`src/rtl/jtag_tap_pkg.sv`:
```
// Shared TAP types: the 16-state controller encoding, data-register selector
// and the standard next-state table.
package jtag_tap_pkg;

    typedef enum logic [3:0] {
        TAP_TLR      = 4'h0,
        TAP_RTI      = 4'h1,
        TAP_SEL_DR   = 4'h2,
        TAP_CAP_DR   = 4'h3,
        TAP_SHIFT_DR = 4'h4,
        TAP_EXIT1_DR = 4'h5,
        TAP_PAUSE_DR = 4'h6,
        TAP_EXIT2_DR = 4'h7,
        TAP_UPD_DR   = 4'h8,
        TAP_SEL_IR   = 4'h9,
        TAP_CAP_IR   = 4'hA,
        TAP_SHIFT_IR = 4'hB,
        TAP_EXIT1_IR = 4'hC,
        TAP_PAUSE_IR = 4'hD,
        TAP_EXIT2_IR = 4'hE,
        TAP_UPD_IR   = 4'hF
    } tap_state_e;

    typedef enum logic [1:0] {
        DR_BYPASS = 2'd0,
        DR_IDCODE = 2'd1,
        DR_USER   = 2'd2
    } dr_sel_e;

    // Instruction value selecting the IDCODE register (zero-extended to IR width)
    localparam int unsigned IR_IDCODE = 32'd1;

    // IEEE 1149.1 TAP controller transition table
    function automatic tap_state_e tap_next(input tap_state_e state, input logic tms);
        tap_state_e nxt;
        case (state)
            TAP_TLR:      nxt = tms ? TAP_TLR      : TAP_RTI;
            TAP_RTI:      nxt = tms ? TAP_SEL_DR   : TAP_RTI;
            TAP_SEL_DR:   nxt = tms ? TAP_SEL_IR   : TAP_CAP_DR;
            TAP_CAP_DR:   nxt = tms ? TAP_EXIT1_DR : TAP_SHIFT_DR;
            TAP_SHIFT_DR: nxt = tms ? TAP_EXIT1_DR : TAP_SHIFT_DR;
            TAP_EXIT1_DR: nxt = tms ? TAP_UPD_DR   : TAP_PAUSE_DR;
            TAP_PAUSE_DR: nxt = tms ? TAP_EXIT2_DR : TAP_PAUSE_DR;
            TAP_EXIT2_DR: nxt = tms ? TAP_UPD_DR   : TAP_SHIFT_DR;
            TAP_UPD_DR:   nxt = tms ? TAP_SEL_DR   : TAP_RTI;
            TAP_SEL_IR:   nxt = tms ? TAP_TLR      : TAP_CAP_IR;
            TAP_CAP_IR:   nxt = tms ? TAP_EXIT1_IR : TAP_SHIFT_IR;
            TAP_SHIFT_IR: nxt = tms ? TAP_EXIT1_IR : TAP_SHIFT_IR;
            TAP_EXIT1_IR: nxt = tms ? TAP_UPD_IR   : TAP_PAUSE_IR;
            TAP_PAUSE_IR: nxt = tms ? TAP_EXIT2_IR : TAP_PAUSE_IR;
            TAP_EXIT2_IR: nxt = tms ? TAP_UPD_IR   : TAP_SHIFT_IR;
            TAP_UPD_IR:   nxt = tms ? TAP_SEL_DR   : TAP_RTI;
            default:      nxt = TAP_TLR;
        endcase
        return nxt;
    endfunction

endpackage

```
`src/rtl/jtag_tap_fsm.sv`:
```
// TAP controller state register. Advances one step per detected TCK rise and
// flags the clk_i cycle right after each step so the datapath can act once on
// state entry (Update-IR, Update-DR, Test-Logic-Reset).
module jtag_tap_fsm
    import jtag_tap_pkg::*;
(
    input  logic       clk_i,
    input  logic       rst_i,
    input  logic       clr_i,
    input  logic       adv_i,
    input  logic       tms_i,
    output tap_state_e state_o,
    output logic       entered_o
);

    tap_state_e state_q;
    logic       entered_q;

    // State register: synchronous clear from TRST wins over a coincident advance
    always_ff @(posedge clk_i or posedge rst_i) begin
        if (rst_i) begin
            state_q   <= TAP_TLR;
            entered_q <= 1'b0;
        end else if (clr_i) begin
            state_q   <= TAP_TLR;
            entered_q <= 1'b0;
        end else if (adv_i) begin
            state_q   <= tap_next(state_q, tms_i);
            entered_q <= 1'b1;
        end else begin
            entered_q <= 1'b0;
        end
    end

    assign state_o   = state_q;
    assign entered_o = entered_q;

endmodule

```
`src/rtl/jtag_tap_sampled.sv`:
```
// Oversampled JTAG TAP: TCK/TMS/TDI/TRST_n are synchronised into clk_i and
// TCK edges are detected, so all IR/DR/TDO logic runs on the system clock.
module jtag_tap_sampled
    import jtag_tap_pkg::*;
#(
    parameter int unsigned        IrWidth     = 5,
    parameter logic [31:0]        IdcodeValue = 32'h0000_0001,
    parameter logic [IrWidth-1:0] UserIr      = IrWidth'(5'h11),
    parameter int unsigned        UserDrWidth = 32
) (
    input  logic                   clk_i,
    input  logic                   rst_i,
    input  logic                   jtag_tck_i,
    input  logic                   jtag_tms_i,
    input  logic                   jtag_tdi_i,
    input  logic                   jtag_trst_ni,
    output logic                   jtag_tdo_o,
    output logic                   jtag_tdo_oe_o,
    output logic [IrWidth-1:0]     ir_o,
    input  logic [UserDrWidth-1:0] user_capture_data_i,
    output logic                   user_update_o,
    output logic [UserDrWidth-1:0] user_update_data_o
);

    localparam logic [IrWidth-1:0] IrIdcode  = IrWidth'(IR_IDCODE);
    localparam logic [IrWidth-1:0] IrCapture = IrWidth'(2'b01);

    logic tck_meta_q, tck_sync_q, tck_q;
    logic tms_meta_q, tms_sync_q;
    logic tdi_meta_q, tdi_sync_q;
    logic trst_meta_q, trst_sync_q;

    logic       tck_rise_s, tck_fall_s, trst_s;
    tap_state_e state_s;
    logic       entered_s;
    dr_sel_e    dr_sel_s;
    logic       dr_lsb_s;

    logic [IrWidth-1:0]     ir_q, ir_sr_q, ir_sr_shift_s;
    logic [31:0]            idcode_dr_q;
    logic                   bypass_q;
    logic [UserDrWidth-1:0] user_dr_q, user_dr_shift_s, user_upd_data_q;
    logic                   user_upd_q, tdo_q, tdo_oe_q;

    // Two-flop synchronisers for all pins plus a third TCK flop for edge detect;
    // TRST sync resets asserted so the TAP stays cleared until it is seen released
    always_ff @(posedge clk_i or posedge rst_i) begin
        if (rst_i) begin
            tck_meta_q  <= 1'b0;
            tck_sync_q  <= 1'b0;
            tck_q       <= 1'b0;
            tms_meta_q  <= 1'b0;
            tms_sync_q  <= 1'b0;
            tdi_meta_q  <= 1'b0;
            tdi_sync_q  <= 1'b0;
            trst_meta_q <= 1'b0;
            trst_sync_q <= 1'b0;
        end else begin
            tck_meta_q  <= jtag_tck_i;
            tck_sync_q  <= tck_meta_q;
            tck_q       <= tck_sync_q;
            tms_meta_q  <= jtag_tms_i;
            tms_sync_q  <= tms_meta_q;
            tdi_meta_q  <= jtag_tdi_i;
            tdi_sync_q  <= tdi_meta_q;
            trst_meta_q <= jtag_trst_ni;
            trst_sync_q <= trst_meta_q;
        end
    end

    // Edge strobes, shift-right next values and data-register selection
    always_comb begin
        tck_rise_s = tck_sync_q & ~tck_q;
        tck_fall_s = ~tck_sync_q & tck_q;
        trst_s     = ~trst_sync_q;

        ir_sr_shift_s                  = ir_sr_q >> 1'b1;
        ir_sr_shift_s[IrWidth-1]       = tdi_sync_q;
        user_dr_shift_s                = user_dr_q >> 1'b1;
        user_dr_shift_s[UserDrWidth-1] = tdi_sync_q;

        if (ir_q == IrIdcode) begin
            dr_sel_s = DR_IDCODE;
        end else if (ir_q == UserIr) begin
            dr_sel_s = DR_USER;
        end else begin
            dr_sel_s = DR_BYPASS;
        end

        case (dr_sel_s)
            DR_IDCODE: dr_lsb_s = idcode_dr_q[0];
            DR_USER:   dr_lsb_s = user_dr_q[0];
            default:   dr_lsb_s = bypass_q;
        endcase
    end

    jtag_tap_fsm u_fsm (
        .clk_i     (clk_i),
        .rst_i     (rst_i),
        .clr_i     (trst_s),
        .adv_i     (tck_rise_s),
        .tms_i     (tms_sync_q),
        .state_o   (state_s),
        .entered_o (entered_s)
    );

    // Datapath: capture/shift on TCK rise (using the pre-transition state),
    // update on state entry, TDO/OE on TCK fall; TRST clears like reset
    always_ff @(posedge clk_i or posedge rst_i) begin
        if (rst_i) begin
            ir_q            <= IrIdcode;
            ir_sr_q         <= '0;
            idcode_dr_q     <= 32'h0000_0000;
            bypass_q        <= 1'b0;
            user_dr_q       <= '0;
            user_upd_data_q <= '0;
            user_upd_q      <= 1'b0;
            tdo_q           <= 1'b0;
            tdo_oe_q        <= 1'b0;
        end else if (trst_s) begin
            ir_q            <= IrIdcode;
            ir_sr_q         <= '0;
            idcode_dr_q     <= 32'h0000_0000;
            bypass_q        <= 1'b0;
            user_dr_q       <= '0;
            user_upd_data_q <= '0;
            user_upd_q      <= 1'b0;
            tdo_q           <= 1'b0;
            tdo_oe_q        <= 1'b0;
        end else begin
            user_upd_q <= 1'b0;

            if (tck_rise_s) begin
                case (state_s)
                    TAP_CAP_IR:   ir_sr_q <= IrCapture;
                    TAP_SHIFT_IR: ir_sr_q <= ir_sr_shift_s;
                    TAP_CAP_DR: begin
                        idcode_dr_q <= IdcodeValue;
                        bypass_q    <= 1'b0;
                        user_dr_q   <= user_capture_data_i;
                    end
                    TAP_SHIFT_DR: begin
                        case (dr_sel_s)
                            DR_IDCODE: idcode_dr_q <= {tdi_sync_q, idcode_dr_q[31:1]};
                            DR_USER:   user_dr_q   <= user_dr_shift_s;
                            default:   bypass_q    <= tdi_sync_q;
                        endcase
                    end
                    default: ;
                endcase
            end

            if (entered_s) begin
                case (state_s)
                    TAP_TLR:    ir_q <= IrIdcode;
                    TAP_UPD_IR: ir_q <= ir_sr_q;
                    TAP_UPD_DR: begin
                        if (dr_sel_s == DR_USER) begin
                            user_upd_data_q <= user_dr_q;
                            user_upd_q      <= 1'b1;
                        end
                    end
                    default: ;
                endcase
            end

            if (tck_fall_s) begin
                if (state_s == TAP_SHIFT_IR) begin
                    tdo_q    <= ir_sr_q[0];
                    tdo_oe_q <= 1'b1;
                end else if (state_s == TAP_SHIFT_DR) begin
                    tdo_q    <= dr_lsb_s;
                    tdo_oe_q <= 1'b1;
                end else begin
                    tdo_oe_q <= 1'b0;
                end
            end
        end
    end

    assign jtag_tdo_o         = tdo_q;
    assign jtag_tdo_oe_o      = tdo_oe_q;
    assign ir_o               = ir_q;
    assign user_update_o      = user_upd_q;
    assign user_update_data_o = user_upd_data_q;

endmodule

```
`config.mk`:
```
export PLATFORM = sky130hd
export DESIGN_NAME = jtag_tap_sampled
export DESIGN_NICKNAME = d
export VERILOG_FILES = /design/src/rtl/jtag_tap_pkg.sv /design/src/rtl/jtag_tap_fsm.sv /design/src/rtl/jtag_tap_sampled.sv
export SDC_FILE = /design/constraint.sdc
export NUM_CORES = 1
export LEC_CHECK = 0
export ABC_CLOCK_PERIOD_IN_PS = 5960
export BUFFER_PORTS_ARGS = -buffer_cell sky130_fd_sc_hd__buf_4
export CORE_MARGIN = 2
export CORE_UTILIZATION = 55
export CTS_CLUSTER_DIAMETER = 120
export CTS_CLUSTER_SIZE = 16
export DETAILED_ROUTE_END_ITERATION = 16
export GPL_ROUTABILITY_DRIVEN = 0
export HOLD_SLACK_MARGIN = 0.1
export PLACE_DENSITY = 0.73
export SLEW_MARGIN = 20
export SYNTH_ARGS = -nofsm -noshare
export SYNTH_HDL_FRONTEND = slang
export SYNTH_HIERARCHICAL = 1
export SYNTH_SLANG_ARGS = --single-unit
```
`constraint.sdc`:
```
create_clock -name clk_i -period 5.96 [get_ports clk_i]
set_clock_uncertainty 0.2 [all_clocks]
set_input_delay 0.894 -clock clk_i [delete_from_list [all_inputs] [get_ports clk_i]]
set_output_delay 0.894 -clock clk_i [all_outputs]
set_load 0.05 [all_outputs]
```
==> key figures <==
Outcome
  • Run status: completed

Min path
  • Hold Path Class: in2async

STA
  • Slew @ Worst Pin: about 940 ps
  • Peak Freq: roughly 320 MHz
  • Max-slew violation count: 0
  • Tcrit/Tclk final: roughly 53%
  • Relative slew slack: around 38%
  • WHS: 130.3 ps
  • Setup_tns: 0 ps
  • Final worst path period need: 3163 ps
  • Final hold viol count: 0
  • Unrepaired setup endpoints after global routing: false
  • Final setup fails: 0

Power and ir drop
  • Switching share of power: a little over a fifth
  • Int Pwr: between 1.5 and 2 mW
  • Leakage power: roughly 3.2 nW
  • Sequential Power Share: 42.6%
  • Pwr dens: approximately 300 nW/µm²
  • Net switching power figure: 0.4249 mW
  • Logic pwr share: 3.4%
  • VDD IR max: 0.2368 mV
  • Clock power frac: 53.9%

Layout
  • Fillers: between 700 and 800
  • Final layout net count: roughly 560
  • Share of post-route cells with drive strength above 1: roughly 24%
  • N_diodes: 0
  • Area grow syn2layout: 22.01%

Route
  • Vias: roughly 4000
  • DRC: 0
  • Routed wl met2: 5591 µm
  • DR top layer: met4
  • Wire length on met3: approximately 640 µm
  • Iteration-0 DRC Markers: between 150 and 200
  • Drt first pass iters: 4
  • Routed WL: 11830 µm
  • Wire length per cell: between 15 and 20 µm
  • Antenna violation net count after detailed routing: 0
  • Met1 WL: approximately 5500 µm
  • Via density: a little under 6

Worst setup path
  • Crit-path slowest cell: dfrtp_1
  • Critical Path RT: 6110 ps
  • Crit path DAT: 3320 ps
  • CP Class: reg2reg
  • CP endpoint kind: flop
  • Maximum net fanout on the critical path: 38
  • Worst path max stage delay: roughly 700 ps
  • Worst-path cell chain: or3b_4, a2111oi_4, buf_4, and2_2, a211oi_1
  • Critical Path Source Type: flop

Synth
  • Simple-gate share of the synthesized area: between 8 and 9%
  • Adder-cell area share of the yosys netlist: 0%
  • Most common flop cell mapped by yosys: dfrtp_1
  • Synthesized flop and latch total: ~120
  • Synth Area per Inst: about 12 µm²
  • Yosys warnings: 6
  • Largest family of logic cells by synthesized area: compound AO/OA/AOI/OAI gates
  • Mux cell area share after synthesis: between 10% and 20%
  • XOR/XNOR share of the synthesized area: less than 1%
  • Syn_nets: ~500
  • Compound-cell area share of the yosys netlist: 18.22%
  • Synth Cell Area: 5487 µm²
  • Post-synth EDFFs: 0
  • Async SR Flop Fraction: between 90% and 100%
  • Distinct cell type count after synthesis: 50
  • Register area share after synthesis: roughly 57%
  • Cell count after synthesis: 464

Floorplan
  • Initial Utilization: between 50% and 60%
  • Core area: between 9000 and 10000 µm²
  • Die Span Y: about 100 µm
  • FP Rows: 36
  • Die area: about 11000 µm²
  • Die X: between 100 and 150 µm
  • Ports: 78

CTS
  • Post-CTS sizing: 0
  • Post-CTS Setup Bufs: 0
  • Sink Count: between 100 and 150
  • Clock tree buffer depth: 2
  • CTS Hold Bufs: 0
  • H-tree depth: 4
  • Clock latency on the worst-skew pair: between 500 and 600 ps
  • Clk slew on worst S/H paths: roughly 60 ps
  • CTS tree: done
  • CTS Root Cell: clkbuf_8
  • CTS Buf Count: 17

Global route
  • First-pass GRT wire length: 19690 µm
  • All-Layer GR Usage: approximately 23%
  • Overflow after GRT: 0
  • Initial antenna violation count: 0
  • Largest net degree at the start of global routing: 70
  • Vias in the first global route: ~4000

Run
  • Max Cap Violations: 0

Placement
  • Port buffer count: 77
  • DP HPWL: 7046 µm
## sequential cells by signal, summed over array words and instances, names as in the netlist
| name | flops |
|---|---|
| jtag_tdo_oe_o | 1 |
| user_dr_q | 32 |
| jtag_tdo_o | 1 |
| u_fsm/entered_o | 1 |
| tms_meta_q | 1 |
| tck_q | 1 |
| ir_o | 5 |
| ir_sr_q | 5 |
| bypass_q | 1 |
| tck_sync_q | 1 |
| trst_sync_q | 1 |
| tdi_meta_q | 1 |
| tms_sync_q | 1 |
| user_update_o | 1 |
| idcode_dr_q | 32 |
| user_update_data_o | 32 |
| tck_meta_q | 1 |
| u_fsm/state_o | 4 |
| trst_meta_q | 1 |
| tdi_sync_q | 1 |
## through the flow
step                      power (mW)  worst slack [ps]  cell area (µm²)  utilization, %  instances
after floorplan               0.9072              1710             5487               -        464
after global placement        0.9356              2611             6053           62.22        639
after detailed placement      0.9373              2440             6061           62.29        639
after CTS                      2.016              2394             6693           68.79        671
after global routing           2.071              2635             6694           68.80        671
final                          2.002              2797             6694           68.80        671
## cells by family (layout without fill, tap and decap cells)
family                    after synthesis  after routing
AOI/OAI and AO/OA                     140            140
xor gates and xnor gates                1              1
buffers and inverters                  51            125
DFF                                   124            124
muxes                                  65             65
and+or+nand+nor                        83             83
## per-layer routing
metal  track usage, %  vias up
li1                 -     1845
met1            31.92     2013
met2            34.30       97
met3            7.707       13
met4            6.950        0
met5                0        -
## critical path: cells and delay by family (launching register included)
family / cells / cell delay [ps]
buffers and inverters: 1 / 440
AOI/OAI and AO/OA: 2 / 530
and+or+nand+nor: 2 / 1120
DFF: 1 / 700
## worst paths after layout
kind                                         startpoint                            to  slack, ps  cells after the start
max                        u_fsm/state_o[2]$_DFFE_PP0P_     user_dr_q[22]$_DFFE_PP0P_       2800                      5
min                                               rst_i  u_fsm/state_o[3]$_DFFE_PP0P_        130                      2
max reg2reg                u_fsm/state_o[2]$_DFFE_PP0P_     user_dr_q[22]$_DFFE_PP0P_       2800                      5
min reg2reg                        tms_meta_q$_DFF_PP0_          tms_sync_q$_DFF_PP0_        150                      0
max in group asynchronous                         rst_i          tms_sync_q$_DFF_PP0_       4040                      3
min in group clk_i                 tms_meta_q$_DFF_PP0_          tms_sync_q$_DFF_PP0_        150                      0
## area by class of cell
cell class	instances	area (µm²)	share of cell area [%]
clock inverters	12	186.4	2.785
repair buffers	83	623.1	9.308
clock buffers	20	445.4	6.654
flip-flops and latches	124	3104	46.37
multi-input cells	289	2128	31.79
inverters	10	40.04	0.5981
well taps	133	166.4	2.486
## cells in the final DEF (no fill, tap or decap), types with 3 or more instances in the layout
master	Yosys	layout
mux2i_1	65	65
o21ai_0	4	4
and3_1	3	3
a31oi_1	3	3
nand2_1	8	8
bufinv_16	0	4
a22o_1	34	34
inv_1	10	8
dfrtp_1	123	123
a211oi_1	37	37
nor2b_1	5	5
nor2_1	39	39
a21oi_1	45	44
clkinvlp_4	0	3
clkbuf_16	0	16
nand3_1	7	7
clkbuf_8	0	3
clkinv_4	0	4
buf_4	4	83
## power by group through the flow
| stage | Sequential, mW | Clock (mW) | Combinational (mW) |
|---|---|---|---|
| 2_1_floorplan | 0.865 | 0 | 0.0419 |
| 3_5_place_dp | 0.868 | 0 | 0.0692 |
| 5_1_grt | 0.853 | 1.14 | 0.0762 |
| 4_1_cts | 0.853 | 1.09 | 0.0698 |
| 3_3_place_gp | 0.868 | 0 | 0.0680 |
| 6_report | 0.853 | 1.08 | 0.0685 |
## Yosys cell counts, drive strengths merged, types with 3 or more instances
| cell type | count | area (µm²) |
|---|---|---|
| dfrtp | 123 | 3078 |
| mux2i | 65 | 650.6 |
| a21oi | 45 | 225.2 |
| nor2 | 39 | 146.4 |
| a211oi | 37 | 277.8 |
| a22o | 34 | 297.8 |
| buf | 28 | 192.7 |
| clkbuf | 13 | 48.80 |
| inv | 10 | 37.54 |
| nand2 | 8 | 30.03 |
| nand3 | 7 | 35.03 |
| o21ai | 7 | 35.03 |
| nor2b | 5 | 31.28 |
| a31oi | 3 | 18.77 |
| and3 | 3 | 18.77 |
| nor3 | 3 | 20.02 |
| nor4b | 3 | 38.79 |
No activity file was read; power rests on OpenSTA's default activity.
